**src/rtl/cmd_pkg.sv**
```systemverilog
// Shared opcodes, NAK byte and controller state encoding for the byte-command processor.
package cmd_pkg;

    localparam logic [7:0] OP_VERSION = 8'h00;
    localparam logic [7:0] OP_WRITE   = 8'h01;
    localparam logic [7:0] OP_READ    = 8'h02;
    localparam logic [7:0] OP_TOGGLE  = 8'h03;
    localparam logic [7:0] OP_DUMP    = 8'h0A;
    localparam logic [7:0] NAK_BYTE   = 8'hEE;

    typedef enum logic [2:0] {
        IDLE,
        ARGS,
        EXEC,
        HFETCH,
        HLOAD,
        TXWAIT,
        TXSTROBE
    } state_t;

    function automatic logic [1:0] arg_count(input logic [7:0] op);
        case (op)
            OP_WRITE, OP_TOGGLE: return 2'd2;
            OP_READ:             return 2'd1;
            default:             return 2'd0;
        endcase
    endfunction

endpackage

```
**src/rtl/cmd_processor_v2_tx_byte_seq.sv**
```systemverilog
// Single-byte handshake toward the UART: waits for an idle transmitter, presents the
// byte and strobes tx_start for one cycle, then masks tx_busy for the following cycle.
module tx_byte_seq (
    input  logic       clk,
    input  logic       rst_n,
    input  logic       i_wait,
    input  logic [7:0] i_byte,
    input  logic       i_tx_busy,
    output logic       o_fire,
    output logic       o_tx_start,
    output logic [7:0] o_tx_data
);

    logic       r_tx_start;
    logic [7:0] r_tx_data;
    logic       r_guard;
    logic       w_fire;

    // The UART raises busy a cycle late, so the cycle after the strobe cannot be trusted.
    assign w_fire     = i_wait && !i_tx_busy && !r_guard;
    assign o_fire     = w_fire;
    assign o_tx_start = r_tx_start;
    assign o_tx_data  = r_tx_data;

    always_ff @(posedge clk or negedge rst_n) begin
        if (!rst_n) begin
            r_tx_start <= 1'b0;
            r_tx_data  <= 8'd0;
            r_guard    <= 1'b0;
        end else begin
            r_tx_start <= w_fire;
            r_guard    <= r_tx_start;
            if (w_fire)
                r_tx_data <= i_byte;
        end
    end

endmodule

```
**src/rtl/cmd_processor_v2.sv**
```systemverilog
// Byte-command processor: register file access, firmware version query and a
// histogram dump serialised LSB-first over a UART transmitter.
module cmd_processor_v2
    import cmd_pkg::*;
#(
    parameter int                NREG        = 16,
    parameter int                HIST_N      = 72,
    parameter int                TIMEOUT_CYC = 50_000_000,
    parameter int                FW_VERSION  = 15,
    parameter logic [NREG*8-1:0] CFG_RESET   = '0,
    localparam int               HAW         = (HIST_N > 1) ? $clog2(HIST_N) : 1
) (
    input  logic              clk,
    input  logic              rst_n,
    input  logic              rx_ready,
    input  logic [7:0]        rx_data,
    input  logic              tx_busy,
    output logic              tx_start,
    output logic [7:0]        tx_data,
    output logic [NREG*8-1:0] cfg_regs,
    output logic [NREG-1:0]   cfg_update,
    output logic [HAW-1:0]    hist_addr,
    output logic              hist_rd,
    input  logic [31:0]       hist_data,
    output logic              hist_reset
);

    localparam int          IDXW     = (NREG > 1) ? $clog2(NREG) : 1;
    localparam logic [31:0] NAK_WORD = {24'd0, NAK_BYTE};
    localparam logic [31:0] FW_WORD  = {24'd0, 8'(FW_VERSION)};

    state_t                r_state;
    logic [7:0]            r_opcode;
    logic [7:0]            r_arg0;
    logic [7:0]            r_arg1;
    logic [1:0]            r_nargs;
    logic [1:0]            r_arg_cnt;
    logic [31:0]           r_tmo;
    logic [31:0]           r_word;
    logic [1:0]            r_byte_sel;
    logic                  r_dump;
    logic [NREG-1:0][7:0]  r_regs;
    logic [NREG-1:0]       r_cfg_update;
    logic [HAW-1:0]        r_hist_addr;
    logic                  r_hist_rd;
    logic                  r_hist_reset;

    logic                  w_fire;
    logic                  w_idx_ok;
    logic [IDXW-1:0]       w_idx;

    assign w_idx_ok   = {24'd0, r_arg0} < 32'(NREG);
    assign w_idx      = r_arg0[IDXW-1:0];

    assign cfg_regs   = r_regs;
    assign cfg_update = r_cfg_update;
    assign hist_addr  = r_hist_addr;
    assign hist_rd    = r_hist_rd;
    assign hist_reset = r_hist_reset;

    tx_byte_seq u_tx_seq (
        .clk        (clk),
        .rst_n      (rst_n),
        .i_wait     (r_state == TXWAIT),
        .i_byte     (r_word[7:0]),
        .i_tx_busy  (tx_busy),
        .o_fire     (w_fire),
        .o_tx_start (tx_start),
        .o_tx_data  (tx_data)
    );

    always_ff @(posedge clk or negedge rst_n) begin
        if (!rst_n) begin
            r_state      <= IDLE;
            r_opcode     <= 8'd0;
            r_arg0       <= 8'd0;
            r_arg1       <= 8'd0;
            r_nargs      <= 2'd0;
            r_arg_cnt    <= 2'd0;
            r_tmo        <= 32'd0;
            r_word       <= 32'd0;
            r_byte_sel   <= 2'd0;
            r_dump       <= 1'b0;
            r_regs       <= CFG_RESET;
            r_cfg_update <= '0;
            r_hist_addr  <= '0;
            r_hist_rd    <= 1'b0;
            r_hist_reset <= 1'b0;
        end else begin
            r_cfg_update <= '0;
            r_hist_rd    <= 1'b0;
            r_hist_reset <= 1'b0;
            case (r_state)
                IDLE: begin
                    if (rx_ready) begin
                        r_opcode  <= rx_data;
                        r_nargs   <= arg_count(rx_data);
                        r_arg_cnt <= 2'd0;
                        r_tmo     <= 32'd0;
                        r_state   <= (arg_count(rx_data) == 2'd0) ? EXEC : ARGS;
                    end
                end
                ARGS: begin
                    if (rx_ready) begin
                        r_tmo <= 32'd0;
                        if (r_arg_cnt == 2'd0)
                            r_arg0 <= rx_data;
                        else
                            r_arg1 <= rx_data;
                        r_arg_cnt <= r_arg_cnt + 2'd1;
                        if (r_arg_cnt + 2'd1 == r_nargs)
                            r_state <= EXEC;
                    end else if (r_tmo == 32'(TIMEOUT_CYC - 1)) begin
                        r_state <= IDLE;
                    end else begin
                        r_tmo <= r_tmo + 32'd1;
                    end
                end
                EXEC: begin
                    r_dump     <= 1'b0;
                    r_byte_sel <= 2'd0;
                    r_word     <= NAK_WORD;
                    r_state    <= TXWAIT;
                    case (r_opcode)
                        OP_VERSION: r_word <= FW_WORD;
                        OP_WRITE: begin
                            if (w_idx_ok) begin
                                r_regs[w_idx]       <= r_arg1;
                                r_cfg_update[w_idx] <= 1'b1;
                                r_state             <= IDLE;
                            end
                        end
                        OP_READ: begin
                            if (w_idx_ok)
                                r_word <= {24'd0, r_regs[w_idx]};
                        end
                        OP_TOGGLE: begin
                            if (w_idx_ok) begin
                                r_regs[w_idx]       <= r_regs[w_idx] ^ (8'd1 << r_arg1[2:0]);
                                r_cfg_update[w_idx] <= 1'b1;
                                r_state             <= IDLE;
                            end
                        end
                        OP_DUMP: begin
                            r_dump      <= 1'b1;
                            r_hist_addr <= '0;
                            r_hist_rd   <= 1'b1;
                            r_state     <= HFETCH;
                        end
                        default: ;
                    endcase
                end
                HFETCH: r_state <= HLOAD;
                HLOAD: begin
                    r_word     <= hist_data;
                    r_byte_sel <= 2'd0;
                    r_state    <= TXWAIT;
                end
                TXWAIT: begin
                    if (w_fire)
                        r_state <= TXSTROBE;
                end
                TXSTROBE: begin
                    if (!r_dump) begin
                        r_state <= IDLE;
                    end else if (r_byte_sel != 2'd3) begin
                        r_byte_sel <= r_byte_sel + 2'd1;
                        r_word     <= r_word >> 8;
                        r_state    <= TXWAIT;
                    end else if (r_hist_addr == HAW'(HIST_N - 1)) begin
                        // Last byte of the last word: release the source for a fresh accumulation.
                        r_hist_reset <= 1'b1;
                        r_dump       <= 1'b0;
                        r_state      <= IDLE;
                    end else begin
                        r_hist_addr <= r_hist_addr + 1'b1;
                        r_hist_rd   <= 1'b1;
                        r_state     <= HFETCH;
                    end
                end
                default: r_state <= IDLE;
            endcase
        end
    end

endmodule

```
**config.mk**
```make
export PLATFORM = sky130hd
export DESIGN_NAME = cmd_processor_v2
export DESIGN_NICKNAME = d
export VERILOG_FILES = /design/src/rtl/cmd_pkg.sv /design/src/rtl/cmd_processor_v2_tx_byte_seq.sv /design/src/rtl/cmd_processor_v2.sv
export SDC_FILE = /design/constraint.sdc
export NUM_CORES = 1
export LEC_CHECK = 0
export BUFFER_PORTS_ARGS = -buffer_cell sky130_fd_sc_hd__buf_2
export CAP_MARGIN = 15
export CORE_ASPECT_RATIO = 0.6
export CORE_UTILIZATION = 45
export CTS_BUF_LIST = sky130_fd_sc_hd__clkbuf_8
export DETAILED_ROUTE_END_ITERATION = 8
export MAX_ROUTING_LAYER = met4
export PLACE_DENSITY = 0.69
export SLEW_MARGIN = 20
export SYNTH_ARGS = -nofsm -noshare
export SYNTH_HDL_FRONTEND = slang
export SYNTH_SLANG_ARGS = --single-unit
```
**constraint.sdc**
```tcl
create_clock -name clk -period 2.37 [get_ports clk]
set_input_delay 0.474 -clock clk [delete_from_list [all_inputs] [get_ports clk]]
set_output_delay 0.474 -clock clk [all_outputs]
set_load 0.005 [all_outputs]
```
==> flow_summary.yaml <==
cells_and_area:
  n_fill_cell: 2210
  syn2layout_area_growth_pct: 24.0
  mostFrequentLayoutCell: "dfrtp_1"
  layout-drive-gt1-share_pct: 32.4
  final_cell_mix: "dfrtp_1 (259), buf_2 (204), nand2_1 (185)"
  instances_no_fill: 1751
  utilization_pct: 57.8
  antenna_cells: 0
  nets: 1419
  stdcell_area_mm2: 0.0148
setup_path:
  required_ns: 2.76
  worst-path-max-fanout: 13
  timing.rr.start: "r_arg0[1]$_DFFE_PN0P_"
  ff2ff_path_depth: 5
  critPathCaptureType: "register"
  cp-start-kind: "register"
  crit-reg2reg-capture: "r_word[1]$_DFFE_PN0P_"
  critPathKind: "register to register"
  rrSetupSlack_ns: -0.003
  cp_data_arrival_time_ns: 2.77
synth:
  syn_inst: 1095
  synth_top_family_by_area: "simple AND/OR/NAND/NOR gates"
  yosysUniqueCellTypes: 71
  synth_area_leaders: "dfrtp_1 (55%), o21ai_0 (6.1%), nand2_1 (5.8%)"
  syn-cell-area_mm2: 0.0120
  async_reset_ff_share_pct: 100
  synth-main-ff-cell: "dfrtp_1"
  synth_nets: 1143
  synth_top_area_cell: "dfrtp_1"
  postSynthAreaPerCell_um2: 10.9
  ys_warn_count: 0
  synth-edff-count: 0
  synth-adder-area-share_pct: 0.418
  synth_simple_gate_area_share_pct: 15.0
  synth_xor_area_share_pct: 1.54
  synth_top_area_share_pct: 54.6
  synth_seq_cells: 261
  synth_mux_area_share_pct: 12.6
  seq_area_frac_synth_pct: 54.6
  synth_compound_area_share_pct: 12.0
timing:
  max_slew_margin_pct: 63.8
  finalSetupViolations: 1
  finalClockSkew_ns: 0.0269
  min_period_over_period_pct: 100
  tightest_slew_ns: 0.541
  setup_slack_ns: -0.00312
  setup_tns_ns: -0.00312
  timing.final.hold_violations: 0
  rsz0062_at_grt: "yes"
  fmax_mhz: 421
  fin_crit_ns: 2.37
  slew_viol_final: 0
place:
  gp_congestion: 0.933
  dp.cells: 1674
  place.detailed.hpwl_mm: 25.2
  port_buffers: 205
  dpl_cell_area_mm2: 0.0139
clock_network:
  cts_tree: "yes"
  path_clk_slew_ns: 0.06
  clk_latency_ns: 0.57
  htreeDepth: 2
  cts-root-buf: "clkbuf_8"
  clock_sinks: 261
  cts_inserted_buffers: 41
  clock_path_buffers: 3
hold_path:
  hp-start: "hist_data[27]"
  hold_class: "primary input to register"
  whs_path_depth: 2
  holdPathEnd: "r_word[27]$_DFFE_PN0P_"
routing:
  top_layer: "met4"
  via_per_inst: 5.71
  wl_met3_mm: 3.77
  drtAntennaViolNets: 0
  wl_met2_mm: 14.8
  post-route-drc-count: 4
  routed_wl_mm: 35.1
  drt_first_iter_violations: 1074
  wirelength_met1_mm: 16.0
  dr.pass1.iters: 9
  vias: 9992
  wire_per_inst_um: 20.0
global_route:
  antenna_found_initial: 0
  track_usage_pct: 27.4
  grt_pass1_vias: 9464
  gr-total-overflow: 0
  grt_pass1_wl_mm: 55.1
  grt_max_degree: 65
floorplanning:
  io_pins: 206
  rows: 45
  die_width_um: 212
  initial_core_util_pct: 46.6
  die_h_um: 128
  die_area_mm2: 0.0273
  core_area_mm2: 0.0257
outcome:
  violations: "DRC, setup timing"
  status: "finished with violations"
power:
  ir_worst_vdd_mv: 0.488
  p_leak_uw: 0.00736
  powerDensity_mw_per_mm2: 878
run:
  drv_cap: 0
==> repair_timing <==
| action | in CTS | in global routing |
|---|---|---|
| hold endpoints to repair | 42 | 0 |
| buffers inserted | 0 | 5 |
| pin swaps | 0 | 2 |
| gates resized for setup | 18 | 78 |
| setup endpoints to repair | 56 | 110 |
| hold buffers | 1 | 0 |
==> layer usage <==
layer / vias to the layer above / global-route usage [%]
li1: 4506 / -
met1: 4967 / 40.8
met2: 481 / 36.5
met3: 38 / 7.86
met4: 0 / 6.26
met5: - / -
==> logic make-up after synthesis <==
family / count (synthesis)
flops: 261
compound gates: 238
xor+xnor: 21
fa+ha+maj: 4
simple gates: 365
buf+inv: 104
mux: 102
==> how the worst max path moves through the flow <==
stage	from	to	slack, ns	cells after the start
after floorplan	r_arg0[2]$_DFFE_PN0P_	cfg_regs[118]$_DFFE_PN0P_	0.09	9
after global placement	r_arg0[2]$_DFFE_PN0P_	cfg_regs[61]$_DFFE_PN0P_	-0.10	8
after detailed placement	r_arg0[2]$_DFFE_PN0P_	cfg_regs[61]$_DFFE_PN0P_	-0.16	8
after CTS	r_arg0[2]$_DFFE_PN0P_	cfg_regs[45]$_DFFE_PN0P_	-0.03	8
after global routing	r_arg0[2]$_DFFE_PN0P_	cfg_regs[91]$_DFFE_PN0P_	-0.11	9
final	r_arg0[1]$_DFFE_PN0P_	r_word[1]$_DFFE_PN0P_	-0.003	5
==> critical path: stages (launching register included) <==
cell      delay (ns)
dfrtp_1         0.37
buf_12          0.17
mux4_1          0.55
mux4_2          0.50
o21ai_0         0.38
o311ai_0        0.22
==> area by class of cell <==
cell class / instances / area [um^2] / area share [%]
clock buffer: 50 / 688 / 4.64
clock inverter: 21 / 101 / 0.683
inverter: 44 / 165 / 1.11
multi-input combinational: 730 / 5060 / 34.1
sequential: 261 / 6530 / 44.1
tap: 352 / 440 / 2.97
timing repair buffer: 293 / 1840 / 12.4
==> sequential cells by signal (all words and copies together) (netlist names) <==
name and cells:
r_dump 1, hist_reset 1, cfg_update 16, r_arg0 8
r_opcode 8, r_word 32, u_tx_seq.o_tx_data 8, r_arg_cnt 2
r_arg1 8, r_tmo 32, cfg_regs 128, hist_rd 1
r_byte_sel 2, u_tx_seq.r_guard 1, r_state 3, hist_addr 7
u_tx_seq.o_tx_start 1, r_nargs 2
==> where the power goes <==
part	leakage (uW)	internal, uW	switching, uW
registers	0.00355	5010	469
logic	0.00335	1650	2180
clock network	0.000464	1920	1800
==> stage by stage <==
stage / setup WS, ns / power, uW / hold slack [ns]
3_5_place_dp: -0.164 / 9200 / 0.356
6_report: -0.00312 / 13000 / 0.132
3_3_place_gp: -0.101 / 9120 / 0.358
5_1_grt: -0.105 / 13700 / 0.0960
2_1_floorplan: 0.0910 / 7870 / 0.178
4_1_cts: -0.0260 / 13000 / 0.0971
==> cell usage after synthesis (3+ instances only) <==
library cell,instances
or3_1,8
clkbuf_1,34
mux4_1,5
buf_6,4
o311ai_0,7
a21o_1,4
or2_2,3
nand3_1,23
nand2b_1,8
mux2_2,34
o21ai_1,11
nor4_4,3
nor2b_1,5
mux4_2,28
o22ai_1,3
a222oi_1,16
nor2_1,46
nor4_1,8
xor2_1,8
or4_1,8
inv_1,43
and3_1,10
nand4_1,18
ha_1,4
and2_1,6
a22o_1,10
nand2_1,185
o31ai_1,7
o21ai_0,145
mux2i_1,32
clkbuf_2,6
o21ai_2,3
dfrtp_1,261
xnor2_1,13
nor3b_1,3
buf_2,11
nor3_1,13
a21oi_1,18
No activity file was read; power rests on OpenSTA's default activity.
